File: src/rtl/processor_pkg.sv
// Shared writeback types: register index/data widths, the FIFO depth
// and the {we, rd, data} request used for buffered and registered writes.
package processor_pkg;

    localparam int REG_IDX_W  = 5;
    localparam int DATA_W     = 32;
    localparam int FIFO_DEPTH = 2;
    localparam int COUNT_W    = $clog2(FIFO_DEPTH + 1);

    typedef struct packed {
        logic                 we;
        logic [REG_IDX_W-1:0] rd;
        logic [DATA_W-1:0]    data;
    } wb_req_t;

    localparam wb_req_t WB_REQ_NONE = '{we: 1'b0, rd: '0, data: '0};

endpackage

File: src/rtl/wb_arbiter_result_fifo2.sv
// Two-entry multdiv result buffer. Slot 0 is always the head; the raw
// slots plus a per-slot valid view are exported for the hazard compare.
module result_fifo2
    import processor_pkg::*;
(
    input  logic                           clock,
    input  logic                           ctrl_reset_n,
    input  logic                           push,
    input  wb_req_t                        push_req,
    input  logic                           pop,
    output wb_req_t                        head,
    output logic [COUNT_W-1:0]             count,
    output logic [FIFO_DEPTH-1:0]          entry_valid,
    output wb_req_t [FIFO_DEPTH-1:0]       entries
);

    wb_req_t [FIFO_DEPTH-1:0] slot;
    logic [COUNT_W-1:0]       count_q;
    logic                     do_push;
    logic                     do_pop;

    assign do_pop  = pop && (count_q != '0);
    assign do_push = push && (count_q != COUNT_W'(FIFO_DEPTH));

    always_ff @(posedge clock) begin
        if (!ctrl_reset_n) begin
            slot    <= '0;
            count_q <= '0;
        end else begin
            case ({do_push, do_pop})
                2'b10:   slot[count_q[0]] <= push_req;
                2'b01: begin
                    slot[0] <= slot[1];
                    slot[1] <= WB_REQ_NONE;
                end
                // Only reachable with one entry: the new result becomes head.
                2'b11:   slot[0] <= push_req;
                default: ;
            endcase
            count_q <= count_q + COUNT_W'(do_push) - COUNT_W'(do_pop);
        end
    end

    assign head           = slot[0];
    assign count          = count_q;
    assign entries        = slot;
    assign entry_valid[0] = (count_q != '0);
    assign entry_valid[1] = (count_q == COUNT_W'(FIFO_DEPTH));

endmodule

File: src/rtl/wb_arbiter.sv
// Register-file write port arbiter: in-order pipeline results win, buffered
// multdiv results drain when the pipe is idle or after STARVE_LIMIT losses.
module wb_arbiter
    import processor_pkg::*;
#(
    parameter int STARVE_LIMIT = 4
) (
    input  logic                 clock,
    input  logic                 ctrl_reset_n,
    input  logic                 pipe_valid,
    input  logic [REG_IDX_W-1:0] pipe_rd,
    input  logic [DATA_W-1:0]    pipe_data,
    output logic                 pipe_stall,
    input  logic                 md_valid,
    input  logic [REG_IDX_W-1:0] md_rd,
    input  logic [DATA_W-1:0]    md_data,
    output logic                 md_ready,
    input  logic [REG_IDX_W-1:0] query_regA,
    input  logic [REG_IDX_W-1:0] query_regB,
    output logic                 query_hit,
    output logic                 ctrl_writeEnable,
    output logic [REG_IDX_W-1:0] ctrl_writeReg,
    output logic [DATA_W-1:0]    data_writeReg
);

    localparam int                  STARVE_W   = $clog2(STARVE_LIMIT + 1);
    localparam logic [STARVE_W-1:0] STARVE_MAX = STARVE_W'(STARVE_LIMIT);

    wb_req_t                  head;
    wb_req_t                  md_req;
    wb_req_t                  sel_req;
    wb_req_t                  wb_q;
    wb_req_t [FIFO_DEPTH-1:0] entries;
    logic [FIFO_DEPTH-1:0]    entry_valid;
    logic [COUNT_W-1:0]       count;
    logic [STARVE_W-1:0]      starve_cnt;
    logic [STARVE_W-1:0]      starve_next;
    logic                     fifo_busy;
    logic                     md_push;
    logic                     pop;
    logic                     pipe_win;
    logic                     hit_a;
    logic                     hit_b;

    assign fifo_busy = (count != '0);
    assign md_ready  = ctrl_reset_n && (count != COUNT_W'(FIFO_DEPTH));
    // Results for $r0 complete the handshake but never enter the buffer.
    assign md_push   = md_valid && md_ready && (md_rd != '0);
    assign md_req    = '{we: 1'b1, rd: md_rd, data: md_data};

    // Depends only on registered state so the pipeline sees it early.
    assign pipe_stall = ctrl_reset_n && fifo_busy && (starve_cnt == STARVE_MAX);

    result_fifo2 u_fifo (
        .clock        (clock),
        .ctrl_reset_n (ctrl_reset_n),
        .push         (md_push),
        .push_req     (md_req),
        .pop          (pop),
        .head         (head),
        .count        (count),
        .entry_valid  (entry_valid),
        .entries      (entries)
    );

    always_comb begin
        sel_req  = WB_REQ_NONE;
        pop      = 1'b0;
        pipe_win = 1'b0;
        if (pipe_stall) begin
            sel_req = head;
            pop     = 1'b1;
        end else if (pipe_valid && (pipe_rd != '0)) begin
            sel_req  = '{we: 1'b1, rd: pipe_rd, data: pipe_data};
            pipe_win = 1'b1;
        end else if (fifo_busy) begin
            sel_req = head;
            pop     = 1'b1;
        end
    end

    always_comb begin
        starve_next = starve_cnt;
        if (!fifo_busy || pop) begin
            starve_next = '0;
        end else if (pipe_win && (starve_cnt != STARVE_MAX)) begin
            starve_next = starve_cnt + 1'b1;
        end
    end

    always_ff @(posedge clock) begin
        if (!ctrl_reset_n) begin
            wb_q       <= WB_REQ_NONE;
            starve_cnt <= '0;
        end else begin
            wb_q       <= sel_req;
            starve_cnt <= starve_next;
        end
    end

    always_comb begin
        hit_a = wb_q.we && (wb_q.rd == query_regA);
        hit_b = wb_q.we && (wb_q.rd == query_regB);
        for (int i = 0; i < FIFO_DEPTH; i++) begin
            hit_a = hit_a || (entry_valid[i] && (entries[i].rd == query_regA));
            hit_b = hit_b || (entry_valid[i] && (entries[i].rd == query_regB));
        end
    end

    assign query_hit = ctrl_reset_n &&
                       (((query_regA != '0) && hit_a) || ((query_regB != '0) && hit_b));

    assign ctrl_writeEnable = wb_q.we;
    assign ctrl_writeReg    = wb_q.rd;
    assign data_writeReg    = wb_q.data;

endmodule

File: config.mk
export PLATFORM = sky130hd
export DESIGN_NAME = wb_arbiter
export DESIGN_NICKNAME = d
export VERILOG_FILES = /design/src/rtl/processor_pkg.sv /design/src/rtl/wb_arbiter_result_fifo2.sv /design/src/rtl/wb_arbiter.sv
export SDC_FILE = /design/constraint.sdc
export NUM_CORES = 1
export LEC_CHECK = 0
export ABC_AREA = 1
export ABC_CLOCK_PERIOD_IN_PS = 7600
export CAP_MARGIN = 25
export CORE_ASPECT_RATIO = 0.9
export CORE_MARGIN = 2
export CORE_UTILIZATION = 55
export DETAILED_ROUTE_END_ITERATION = 7
export PLACE_DENSITY = 0.95
export SYNTH_ARGS = -nofsm -noshare
export SYNTH_HDL_FRONTEND = slang
export SYNTH_SLANG_ARGS = --single-unit
File: constraint.sdc
create_clock -name clock -period 7.6 [get_ports clock]
set_clock_uncertainty 0.05 [all_clocks]
set_input_delay 1.14 -clock clock [delete_from_list [all_inputs] [get_ports clock]]
set_output_delay 1.14 -clock clock [all_outputs]
set_load 0.02 [all_outputs]
==> flow_summary.yaml <==
synth:
  synth_area_leader_cell: "dfxtp_1"
  ys_types: 25
  syn_area_sq_um: 6310
  synth_warnings: 0
  ys_seq_elements: 119
  postSynthCellCount: 923
  synth_top_area_frac: 0.377
  synth_nets: 1019
  seq_area_frac_synth: 0.377
  syn_area_per_cell_sq_um: 6.84
  synth-edff-count: 0
  yosysMostFrequentCell: "inv_1"
  yosys-top-cells-area: "dfxtp_1 (38%), inv_1 (15%), o22ai_1 (8.0%), nand3_1 (7.1%), nand2_1 (6.9%)"
  synth-main-ff-cell: "dfxtp_1"
  ys_async_sr_fraction: 0
  ys_top_cells_by_count: "inv_1 (252), dfxtp_1 (119), nand2_1 (116), nand3_1 (89), o22ai_1 (81)"
pwr:
  total_power_mw: 2.52
  netSwitchingFraction: 0.371
  combinationalPowerShare: 0.372
  p_clk_frac: 0.305
  seq_power_share: 0.323
  p_int_mw: 1.59
  p_leak_nw: 3.71
  switchingPower_mw: 0.935
  p_per_area_nw_per_um2: 307
  peakVddDrop_mv: 0.207
drt:
  avgViaCountPerCell: 5.51
  firstDrtPassIters: 7
  routed_wl_mm: 17.7
  antenna_left: 0
  route.detailed.drc: 0
  num_vias: 6562
  routedWlPerCell_microns: 14.8
  drt-initial-drc-count: 856
clocking:
  cts_buffers: 17
  path_clk_slew_ps: 50
  cts-htree-levels: 4
  cts_setup_buffers: 0
  hold_buffers: 0
  tritoncts: "yes"
  clk_path_buf_depth: 2
  root_buffer: "clkbuf_16"
  post_cts_resized: 0
  clk_latency_ps: 410
  cts_sinks: 119
floorplanning:
  die_area_sq_um: 12400
  core_area_sq_um: 11300
  die_h_microns: 106
  pin_count: 129
  fp-row-count: 37
  die_w_microns: 117
  start_util: 0.559
job:
  maxCapViolCount: 0
cells_and_area:
  nets: 1119
  fill_cells: 871
  utilization: 0.728
  area_growth_pct: 30.3
  finalInstanceArea_sq_um: 8220
  drive_above_1_share: 0.0734
  antenna_cells: 0
sta:
  setup_tns_ps: 0
  fin_crit_ps: 5850
  fin_hold_ws_ps: 402
  fmax_ghz: 0.171
  final_hold_viol_count: 0
  final-max-slew-violation-count: 0
  finalCritPeriodShare: 0.770
  worstMarginPinSlew_ps: 1040
  rsz0062_at_grt: "no"
  slew_headroom: 0.303
  setup_violations: 0
status:
  status: "complete, no violations"
worst_setup_path:
  path_class: "primary input to flip-flop"
  critPathRequiredTime_ps: 7910
  cp_slowest_cell: "nand3_2"
  cp_num_buf_inv: 4
  crit_path_start_kind: "primary input"
  crit_family: "simple AND/OR/NAND/NOR gates"
  crit_chain: "clkdlybuf4s50_1 -> inv_2 -> nor2_4 -> nand3_2 -> nand3_2 -> nand2_1 -> ha_1 -> nor2_4 -> inv_2 -> a21oi_1 -> nand2_1 -> inv_1"
  worstPathArrival_ps: 6160
  end_kind: "flip-flop"
  cpPeakStageDelay_ps: 1000
  crit_path_max_fanout: 40
grt:
  grt_pass1_vias: 6086
  grt_pass1_wl_mm: 28.5
  grt_usage: 0.288
  grt_overflow_total: 0
  antenna_found_initial: 0
  grt_max_degree: 79
placed_design:
  hpwl_mm: 11.1
  io_buffers: 128
  place_area_sq_um: 7640
  gp_congestion: 0.937
worst_hold_path:
  hold_class: "flip-flop to flip-flop"
power groups by stage:
stage / clock [mW] / sequential, mW / combinational, mW
finish: 0.769 / 0.816 / 0.937
global route: 0.805 / 0.827 / 1.03
detailed placement: 0 / 0.825 / 0.900
CTS: 0.777 / 0.814 / 0.917
global placement: 0 / 0.818 / 0.856
floorplan: 0 / 0.837 / 0.622
worst reg2reg max path: stages, from the launching register on:
cell	delay (ps)
dfxtp_1	450
nor2_1	120
nor2_4	140
nand3_2	690
nand3_2	1010
nand2_1	280
ha_1	310
nor2_4	820
inv_2	580
a21oi_1	360
nand2_1	110
inv_1	60
kinds of logic (layout without fill, tap and decap cells):
| kind of cell | after synthesis | count (layout) | synth area share |
|---|---|---|---|
| buffers and inverters | 309 | 421 | 0.193 |
| AOI/OAI and AO/OA | 164 | 164 | 0.182 |
| xor gates and xnor gates | 2 | 2 | 0.00277 |
| adders and majority gates | 8 | 8 | 0.0159 |
| DFF | 119 | 119 | 0.377 |
| and+or+nand+nor | 321 | 321 | 0.229 |
path summary, 6_finish.rpt:
kind	start	endpoint	slack [ps]	cells after the start
max	ctrl_reset_n	u_fifo.entries[19]$_SDFFE_PN0P_	1750	12
min reg2reg	starve_cnt[0]$_SDFFE_PP0P_	starve_cnt[0]$_SDFFE_PP0P_	400	1
min	starve_cnt[0]$_SDFFE_PP0P_	starve_cnt[0]$_SDFFE_PP0P_	400	1
max reg2reg	u_fifo.count[0]$_SDFF_PN0_	u_fifo.entries[19]$_SDFFE_PN0P_	2580	11
state kept, by name, summed over array words and instances (netlist names):
| signal | cells |
|---|---|
| ctrl_writeEnable | 1 |
| ctrl_writeReg | 5 |
| data_writeReg | 32 |
| starve_cnt | 3 |
| u_fifo.count | 2 |
| u_fifo.entries | 76 |
final cells by class:
class	instances	area [sq um]	share of cell area
clock buffers	24	512	0.0622
clock inverters	7	67.6	0.00822
inverters	254	953	0.116
multi-input cells	495	2730	0.332
flip-flops and latches	119	2380	0.290
well taps	156	195	0.0237
repair buffers	136	1380	0.168
layer usage:
layer | global-route usage | wire, microns | vias up
met5 | 0 | 0 | -
met4 | 0.0807 | 318 | 0
met3 | 0.0834 | 1810 | 43
met2 | 0.476 | 8440 | 418
met1 | 0.364 | 7100 | 2955
li1 | - | - | 3146
layout by cell type (no fill, tap or decap):
cell type	n
o22ai_2	30
nand4_1	39
dfxtp_1	119
o21ai_4	1
nor2_1	69
clkbuf_8	6
nand2_1	116
nand3_2	2
buf_16	2
clkbuf_1	1
bufinv_16	1
inv_1	252
o22ai_1	81
a21oi_1	41
nand3_1	89
a221oi_1	1
nor3_1	3
clkdlybuf4s50_1	128
clkinvlp_4	3
clkinv_2	3
nor2_4	2
buf_4	6
xor2_1	1
inv_2	2
o21ai_0	10
ha_1	8
xnor2_1	1
nand2_4	1
clkbuf_16	17
per-stage QoR:
| stage | cells | worst slack [ps] |
|---|---|---|
| global placement | 1158 | 1960 |
| finish | 1191 | 1750 |
| global route | 1191 | 1480 |
| floorplan | 923 | 4440 |
| CTS | 1191 | 1980 |
| detailed placement | 1160 | 1730 |
(Power assumes the default switching activity.)
